File: src/rtl/uart_mem_loader_if.sv
// Byte-stream and RAM write-port bundle between buart, the boot loader and
// the ram16k port-a mux.
interface uart_mem_loader_if;
    logic        uart_valid;
    logic [7:0]  uart_data;
    logic        uart_rd;
    logic        uart_busy;
    logic        uart_wr;
    logic [7:0]  tx_data;
    logic        mem_wr;
    logic [15:0] mem_addr;
    logic [31:0] mem_d;

    modport master (
        input  uart_valid, uart_data, uart_busy,
        output uart_rd, uart_wr, tx_data, mem_wr, mem_addr, mem_d
    );

    modport slave (
        output uart_valid, uart_data, uart_busy,
        input  uart_rd, uart_wr, tx_data, mem_wr, mem_addr, mem_d
    );
endinterface

File: src/rtl/uart_mem_loader.sv
// Serial boot loader: receives SYNC/count/words/checksum frames from buart,
// writes little-endian words into RAM and holds the j1 core in reset while loading.
module uart_mem_loader #(
    parameter logic [7:0] SYNC           = 8'hA5,
    parameter int         MAX_WORDS      = 8192,
    parameter int         TIMEOUT_CYCLES = 150000000,
    parameter bit         HOLD_AT_BOOT   = 1'b0
) (
    input  logic              clk,
    input  logic              resetq,
    uart_mem_loader_if.master bus,
    output logic              cpu_resetq,
    output logic              loading
);
    localparam logic [7:0]      ACK       = 8'h06;
    localparam logic [7:0]      NAK       = 8'h15;
    localparam int              TW        = $clog2(TIMEOUT_CYCLES + 1);
    localparam logic [TW-1:0]   IDLE_LAST = TW'(TIMEOUT_CYCLES - 1);
    localparam logic [16:0]     MAX_CNT   = 17'(MAX_WORDS);

    typedef enum logic [2:0] {IDLE, CNT_LO, CNT_HI, DATA, WRITE, CSUM, RESP} state_t;

    state_t         state_reg, state_next;
    logic           run_reg, run_next;
    logic           cpu_resetq_reg, cpu_resetq_next;
    logic           loading_reg, loading_next;
    logic           uart_rd_reg, uart_rd_next;
    logic           rd_gap_reg, rd_gap_next;
    logic           uart_wr_reg, uart_wr_next;
    logic [7:0]     tx_data_reg, tx_data_next;
    logic           mem_wr_reg, mem_wr_next;
    logic [15:0]    mem_addr_reg, mem_addr_next;
    logic [31:0]    mem_d_reg, mem_d_next;
    logic [15:0]    count_reg, count_next;
    logic [15:0]    index_reg, index_next;
    logic [7:0]     csum_reg, csum_next;
    logic [31:0]    word_reg, word_next;
    logic [1:0]     byte_cnt_reg, byte_cnt_next;
    logic [TW-1:0]  idle_reg, idle_next;

    logic           take;
    logic           counting;
    logic [15:0]    count_full;
    logic [15:0]    index_inc;

    always_ff @(posedge clk or negedge resetq) begin
        if (!resetq) begin
            state_reg      <= IDLE;
            run_reg        <= ~HOLD_AT_BOOT;
            cpu_resetq_reg <= 1'b0;
            loading_reg    <= 1'b0;
            uart_rd_reg    <= 1'b0;
            rd_gap_reg     <= 1'b0;
            uart_wr_reg    <= 1'b0;
            tx_data_reg    <= 8'h00;
            mem_wr_reg     <= 1'b0;
            mem_addr_reg   <= 16'h0000;
            mem_d_reg      <= 32'h0000_0000;
            count_reg      <= 16'h0000;
            index_reg      <= 16'h0000;
            csum_reg       <= 8'h00;
            word_reg       <= 32'h0000_0000;
            byte_cnt_reg   <= 2'd0;
            idle_reg       <= '0;
        end else begin
            state_reg      <= state_next;
            run_reg        <= run_next;
            cpu_resetq_reg <= cpu_resetq_next;
            loading_reg    <= loading_next;
            uart_rd_reg    <= uart_rd_next;
            rd_gap_reg     <= rd_gap_next;
            uart_wr_reg    <= uart_wr_next;
            tx_data_reg    <= tx_data_next;
            mem_wr_reg     <= mem_wr_next;
            mem_addr_reg   <= mem_addr_next;
            mem_d_reg      <= mem_d_next;
            count_reg      <= count_next;
            index_reg      <= index_next;
            csum_reg       <= csum_next;
            word_reg       <= word_next;
            byte_cnt_reg   <= byte_cnt_next;
            idle_reg       <= idle_next;
        end
    end

    always_comb begin
        state_next      = state_reg;
        run_next        = run_reg;
        cpu_resetq_next = run_reg;
        loading_next    = loading_reg;
        uart_rd_next    = 1'b0;
        rd_gap_next     = uart_rd_reg;
        uart_wr_next    = 1'b0;
        tx_data_next    = tx_data_reg;
        mem_wr_next     = 1'b0;
        mem_addr_next   = mem_addr_reg;
        mem_d_next      = mem_d_reg;
        count_next      = count_reg;
        index_next      = index_reg;
        csum_next       = csum_reg;
        word_next       = word_reg;
        byte_cnt_next   = byte_cnt_reg;

        count_full = {bus.uart_data, count_reg[7:0]};
        index_inc  = index_reg + 16'd1;
        counting   = (state_reg == CNT_LO) || (state_reg == CNT_HI) ||
                     (state_reg == DATA)   || (state_reg == CSUM);
        // valid stays high during the rd pulse and the cycle after it, so both are masked
        take       = bus.uart_valid && !uart_rd_reg && !rd_gap_reg &&
                     (state_reg != WRITE) && (state_reg != RESP);
        idle_next  = counting ? idle_reg + TW'(1) : '0;
        if (take) begin
            uart_rd_next = 1'b1;
            idle_next    = '0;
        end

        case (state_reg)
            IDLE: begin
                if (take && bus.uart_data == SYNC) begin
                    state_next    = CNT_LO;
                    run_next      = 1'b0;
                    loading_next  = 1'b1;
                    csum_next     = 8'h00;
                    index_next    = 16'h0000;
                    byte_cnt_next = 2'd0;
                end
            end
            CNT_LO: begin
                if (take) begin
                    count_next = {count_reg[15:8], bus.uart_data};
                    state_next = CNT_HI;
                end
            end
            CNT_HI: begin
                if (take) begin
                    count_next = count_full;
                    if ({1'b0, count_full} > MAX_CNT) begin
                        state_next   = RESP;
                        tx_data_next = NAK;
                    end else if (count_full == 16'h0000) begin
                        state_next = CSUM;
                    end else begin
                        state_next = DATA;
                    end
                end
            end
            DATA: begin
                if (take) begin
                    word_next     = {bus.uart_data, word_reg[31:8]};
                    csum_next     = csum_reg + bus.uart_data;
                    byte_cnt_next = byte_cnt_reg + 2'd1;
                    if (byte_cnt_reg == 2'd3)
                        state_next = WRITE;
                end
            end
            WRITE: begin
                mem_wr_next   = 1'b1;
                mem_addr_next = {index_reg[13:0], 2'b00};
                mem_d_next    = word_reg;
                index_next    = index_inc;
                state_next    = (index_inc < count_reg) ? DATA : CSUM;
            end
            CSUM: begin
                if (take) begin
                    tx_data_next = (bus.uart_data == csum_reg) ? ACK : NAK;
                    state_next   = RESP;
                end
            end
            RESP: begin
                if (!bus.uart_busy) begin
                    uart_wr_next = 1'b1;
                    loading_next = 1'b0;
                    state_next   = IDLE;
                    if (tx_data_reg == ACK)
                        run_next = 1'b1;
                end
            end
            default: state_next = IDLE;
        endcase

        if (counting && !take && idle_reg == IDLE_LAST) begin
            state_next   = RESP;
            tx_data_next = NAK;
        end
    end

    assign bus.uart_rd  = uart_rd_reg;
    assign bus.uart_wr  = uart_wr_reg;
    assign bus.tx_data  = tx_data_reg;
    assign bus.mem_wr   = mem_wr_reg;
    assign bus.mem_addr = mem_addr_reg;
    assign bus.mem_d    = mem_d_reg;
    assign cpu_resetq   = cpu_resetq_reg;
    assign loading      = loading_reg;
endmodule

File: src/flat_wrapper.sv
// flat-port wrapper written by rule: the top's interface ports become plain ports
module uart_mem_loader_flat 
#(
    parameter logic [7:0] SYNC           = 8'hA5,
    parameter int         MAX_WORDS      = 8192,
    parameter int         TIMEOUT_CYCLES = 150000000,
    parameter bit         HOLD_AT_BOOT   = 1'b0
)
  (clk, resetq, cpu_resetq, loading, bus_uart_valid, bus_uart_data, bus_uart_busy, bus_uart_rd, bus_uart_wr, bus_tx_data, bus_mem_wr, bus_mem_addr, bus_mem_d);
  uart_mem_loader_if bus_i ();
  input  logic clk;
  input  logic resetq;
  output logic cpu_resetq;
  output logic loading;
  input wire logic [$bits(bus_i.uart_valid)-1:0] bus_uart_valid;
  input wire logic [$bits(bus_i.uart_data)-1:0] bus_uart_data;
  input wire logic [$bits(bus_i.uart_busy)-1:0] bus_uart_busy;
  output wire logic [$bits(bus_i.uart_rd)-1:0] bus_uart_rd;
  output wire logic [$bits(bus_i.uart_wr)-1:0] bus_uart_wr;
  output wire logic [$bits(bus_i.tx_data)-1:0] bus_tx_data;
  output wire logic [$bits(bus_i.mem_wr)-1:0] bus_mem_wr;
  output wire logic [$bits(bus_i.mem_addr)-1:0] bus_mem_addr;
  output wire logic [$bits(bus_i.mem_d)-1:0] bus_mem_d;
  assign bus_i.uart_valid = bus_uart_valid;
  assign bus_i.uart_data = bus_uart_data;
  assign bus_i.uart_busy = bus_uart_busy;
  assign bus_uart_rd = bus_i.uart_rd;
  assign bus_uart_wr = bus_i.uart_wr;
  assign bus_tx_data = bus_i.tx_data;
  assign bus_mem_wr = bus_i.mem_wr;
  assign bus_mem_addr = bus_i.mem_addr;
  assign bus_mem_d = bus_i.mem_d;
  uart_mem_loader #(.SYNC(SYNC), .MAX_WORDS(MAX_WORDS), .TIMEOUT_CYCLES(TIMEOUT_CYCLES), .HOLD_AT_BOOT(HOLD_AT_BOOT)) u_core (.clk(clk), .resetq(resetq), .bus(bus_i), .cpu_resetq(cpu_resetq), .loading(loading));
endmodule
File: config.mk
export PLATFORM = sky130hd
export DESIGN_NAME = uart_mem_loader_flat
export DESIGN_NICKNAME = d
export VERILOG_FILES = /design/src/rtl/uart_mem_loader_if.sv /design/src/rtl/uart_mem_loader.sv /design/src/flat_wrapper.sv
export SDC_FILE = /design/constraint.sdc
export NUM_CORES = 1
export LEC_CHECK = 0
export ABC_AREA = 1
export BUFFER_PORTS_ARGS = -buffer_cell sky130_fd_sc_hd__buf_4
export CORE_MARGIN = 8
export CORE_UTILIZATION = 60
export CTS_CLUSTER_SIZE = 12
export DETAILED_ROUTE_END_ITERATION = 8
export GPL_TIMING_DRIVEN = 1
export PLACE_DENSITY = 0.8
export SETUP_SLACK_MARGIN = 0.2
export SYNTH_ARGS = -nofsm -noshare
export SYNTH_HDL_FRONTEND = slang
export SYNTH_SLANG_ARGS = --single-unit
File: constraint.sdc
create_clock -name clk -period 6.1 [get_ports clk]
set_input_delay 1.525 -clock clk [delete_from_list [all_inputs] [get_ports clk]]
set_output_delay 1.525 -clock clk [all_outputs]
set_load 0.01 [all_outputs]
==> out/results.ini <==
[run_status]
status = completed

[routing]
vias = 6517
routedWlPerCell_um = 14.33
routed_wl_um = 17420
firstDrtPassIters = 7
viasPerCell = 5.359
postRouteAntennaNets = 0
drc = 0
drtIter0Drc = 537

[placement]
finalWeightedCongestion = 0.8881
io_buffers = 66
hpwl_um = 12050
dpl_cell_area_mm2 = 0.008546

[global_routing]
grt_pass1_wl_um = 30060
antenna_found_initial = 0
grt_max_degree = 121
grt_overflow = 0
grt_usage = 0.2084
grt_pass1_vias = 6349

[worst_setup_path]
r2r_setup_slack_ns = 3.21
critical_path.max_stage_delay_ns = 0.55
cp_data_required_time_ns = 6.38
cp_cell_sequence = buf_4 > nand2_2 > a21oi_2 > nand3_2 > nand2_1 > o21ai_0
crit_cells = 6
r2r_end = u_core.state_reg[2]$_DFFE_PN0P_
cp_num_buf_inv = 1
critPathLaunch = bus_uart_valid
cp-start-kind = primary input
cp-end-kind = register
critical-path-top-delay-family = simple AND/OR/NAND/NOR gates
critPathSlowestCell = nand2_1
r2r_start = u_core.index_reg[0]$_DFFE_PN0P_
crit_arrival_ns = 3.29
critPathCapture = u_core.index_reg[13]$_DFFE_PN0P_
rr_worst_depth = 21
crit_type = primary input to register
worstPathMaxFanout = 15

[logic_synthesis]
synth_warnings = 0
ys_seq_elements = 161
ys_types = 44
synthCells = 969
syn_area_mm2 = 0.007998
syn_avg_cell_area_um2 = 8.254
seq_area_frac_synth = 0.5039

[sta]
fin_crit_sh = 0.4938
maxSlewViolCount = 0
setup_viol = 0
relSlewSlack = 0.3014
max_freq_ghz = 0.3320
finalHoldViolations = 0
rsz0062_at_grt = false
final.setup.tns_ns = 0
tightest_slew_ns = 1.048
min_period_ns = 3.012
clock_skew_ns = 0.007562

[clock_tree]
clk_latency_ns = 0.43
cts.clk_slew.worst_paths_ns = 0.06
post_cts_buffers = 0
cts_resized = 0
clockRootBuffer = clkbuf_16
cts.sinks = 161
ctsHoldBuffers = 0
ctsHtreeMaxLevel = 4
cts-buffers-inserted = 17
clk_path_buf_depth = 2
tritoncts = yes

[layout]
n_antenna_cell = 0
nets = 1066
fillers = 1084
final_util = 0.6930
fin_area_mm2 = 0.009105
drive_gt1_frac = 0.1356
layout_commonest_cell = nand2_1
final_cell_mix = nand2_1 (251), dfrtp_1 (160), inv_1 (126)
syn_to_final_growth_pct = 13.85

[die]
die_h_um = 131.5
start_util = 0.6088
die-area_mm2 = 0.01728
die_x_um = 131.5
ios = 73
core_mm2 = 0.01314
fp-row-count = 42

[hold_path]
hold_class = register to register

[power]
p_per_area_mw_per_mm2 = 479.5
ir_drop_uv = 269.8
p_leak_nw = 4.566

[job]
maxCapViolations = 0

-- kinds of logic (layout without fill, tap and decap cells) --
| kind of cell | count (synthesis) | count (layout) | synth area share |
|---|---|---|---|
| xor gates and xnor gates | 11 | 11 | 0.01205 |
| DFF | 161 | 161 | 0.5039 |
| AOI/OAI and AO/OA | 160 | 160 | 0.1053 |
| adders and majority gates | 26 | 26 | 0.04161 |
| buffers and inverters | 166 | 232 | 0.08808 |
| and+or+nand+nor | 444 | 444 | 0.2486 |
| other | 1 | 6 | 0.0004689 |
-- power breakdown --
part | internal, mW | leakage [nW] | switching (mW)
Sequential | 1.48 | 2.02 | 0.272
Combinational | 0.630 | 2.27 | 0.968
Clock | 0.569 | 0.271 | 0.444
-- synthesized netlist by cell type --
| cell | count | area, um^2 |
|---|---|---|
| a21oi_2 | 3 | 26.28 |
| nor2_4 | 4 | 45.04 |
| clkinv_1 | 1 | 3.750 |
| nor3_4 | 1 | 16.27 |
| nand4_1 | 15 | 93.84 |
| nor2_1 | 67 | 251.5 |
| or2_2 | 4 | 25.02 |
| o21ai_1 | 1 | 5.000 |
| nor2_2 | 6 | 37.54 |
| nor3b_1 | 1 | 7.510 |
| nor3_2 | 3 | 30.03 |
| fa_1 | 1 | 20.02 |
| o21bai_1 | 1 | 7.510 |
| nand2b_1 | 1 | 6.260 |
| xor2_1 | 9 | 78.83 |
| buf_2 | 15 | 75.07 |
| nand2_1 | 251 | 942.2 |
| o22ai_1 | 10 | 62.56 |
| nor4_1 | 2 | 12.51 |
| inv_1 | 126 | 473.0 |
| a21boi_0 | 1 | 7.510 |
| ha_1 | 25 | 312.8 |
| nand3b_1 | 1 | 7.510 |
| dfstp_2 | 1 | 26.28 |
| conb_1 | 1 | 3.750 |
| clkbuf_8 | 1 | 13.76 |
| nor2_8 | 1 | 20.02 |
| nand3_4 | 1 | 17.52 |
| a21oi_1 | 27 | 135.1 |
| dfrtp_1 | 160 | 4004 |
| nand3_1 | 47 | 235.2 |
| o21a_1 | 1 | 7.510 |
| inv_2 | 6 | 22.52 |
| o21ai_0 | 111 | 555.5 |
| a31oi_1 | 4 | 25.02 |
| buf_4 | 8 | 60.06 |
| o211a_1 | 1 | 10.01 |
| xnor2_1 | 2 | 17.52 |
| nand2_2 | 6 | 37.54 |
| buf_6 | 3 | 33.78 |
| nand3_2 | 7 | 70.07 |
| and2_1 | 2 | 12.51 |
| nor3_1 | 24 | 120.1 |
| clkbuf_1 | 6 | 22.52 |
-- worst min-delay path by stage --
stage / from / to / slack (ns) / depth (start not counted)
floorplan: u_core.cpu_resetq_next$_DFFE_PN1P_ / u_core.cpu_resetq$_DFF_PN0_ / 0.39 / 0
global placement: u_core.cpu_resetq_next$_DFFE_PN1P_ / u_core.cpu_resetq$_DFF_PN0_ / 0.41 / 0
detailed placement: u_core.cpu_resetq_next$_DFFE_PN1P_ / u_core.cpu_resetq$_DFF_PN0_ / 0.40 / 0
CTS: u_core.cpu_resetq_next$_DFFE_PN1P_ / u_core.cpu_resetq$_DFF_PN0_ / 0.41 / 0
global route: u_core.cpu_resetq_next$_DFFE_PN1P_ / u_core.cpu_resetq$_DFF_PN0_ / 0.41 / 0
finish: u_core.cpu_resetq_next$_DFFE_PN1P_ / u_core.cpu_resetq$_DFF_PN0_ / 0.41 / 0
-- metal layers --
metal,share of wire,wire (um),track usage,up-vias
li1,-,-,-,3233
met3,0.051,893,0.04840,22
met2,0.47,8237,0.3343,179
met1,0.46,8060,0.2713,3083
met4,0.013,228,0.07594,0
met5,0,0,0,-
-- metrics by stage --
step | total power, mW | hold slack (ns) | cells | setup slack (ns)
after detailed placement | 3.352 | 0.4007 | 1185 | 2.709
after global placement | 3.283 | 0.4075 | 1185 | 2.814
after floorplan | 2.792 | 0.3887 | 974 | 3.266
after global routing | 4.713 | 0.4133 | 1216 | 2.938
after CTS | 4.386 | 0.4131 | 1216 | 3.128
final | 4.366 | 0.4130 | 1216 | 3.088
-- area by class of cell --
type | count | area [um^2] | area share
Multi-Input combinational cell | 647 | 3282 | 0.3605
Tap cell | 176 | 220.2 | 0.02419
Inverter | 133 | 499.2 | 0.05483
Clock buffer | 18 | 429.2 | 0.04713
Timing Repair Buffer | 68 | 514.2 | 0.05648
Sequential cell | 161 | 4030 | 0.4426
Clock inverter | 13 | 130.1 | 0.01429
-- worst register-to-register path: cells and delay by family, from the launching register on --
family	cells	cell delay, ns
compound gates	1	0.14
fa+ha+maj	2	0.42
buf+inv	3	0.23
simple gates	15	1.45
flops	1	0.54
Power figures use the tool's default switching activity.
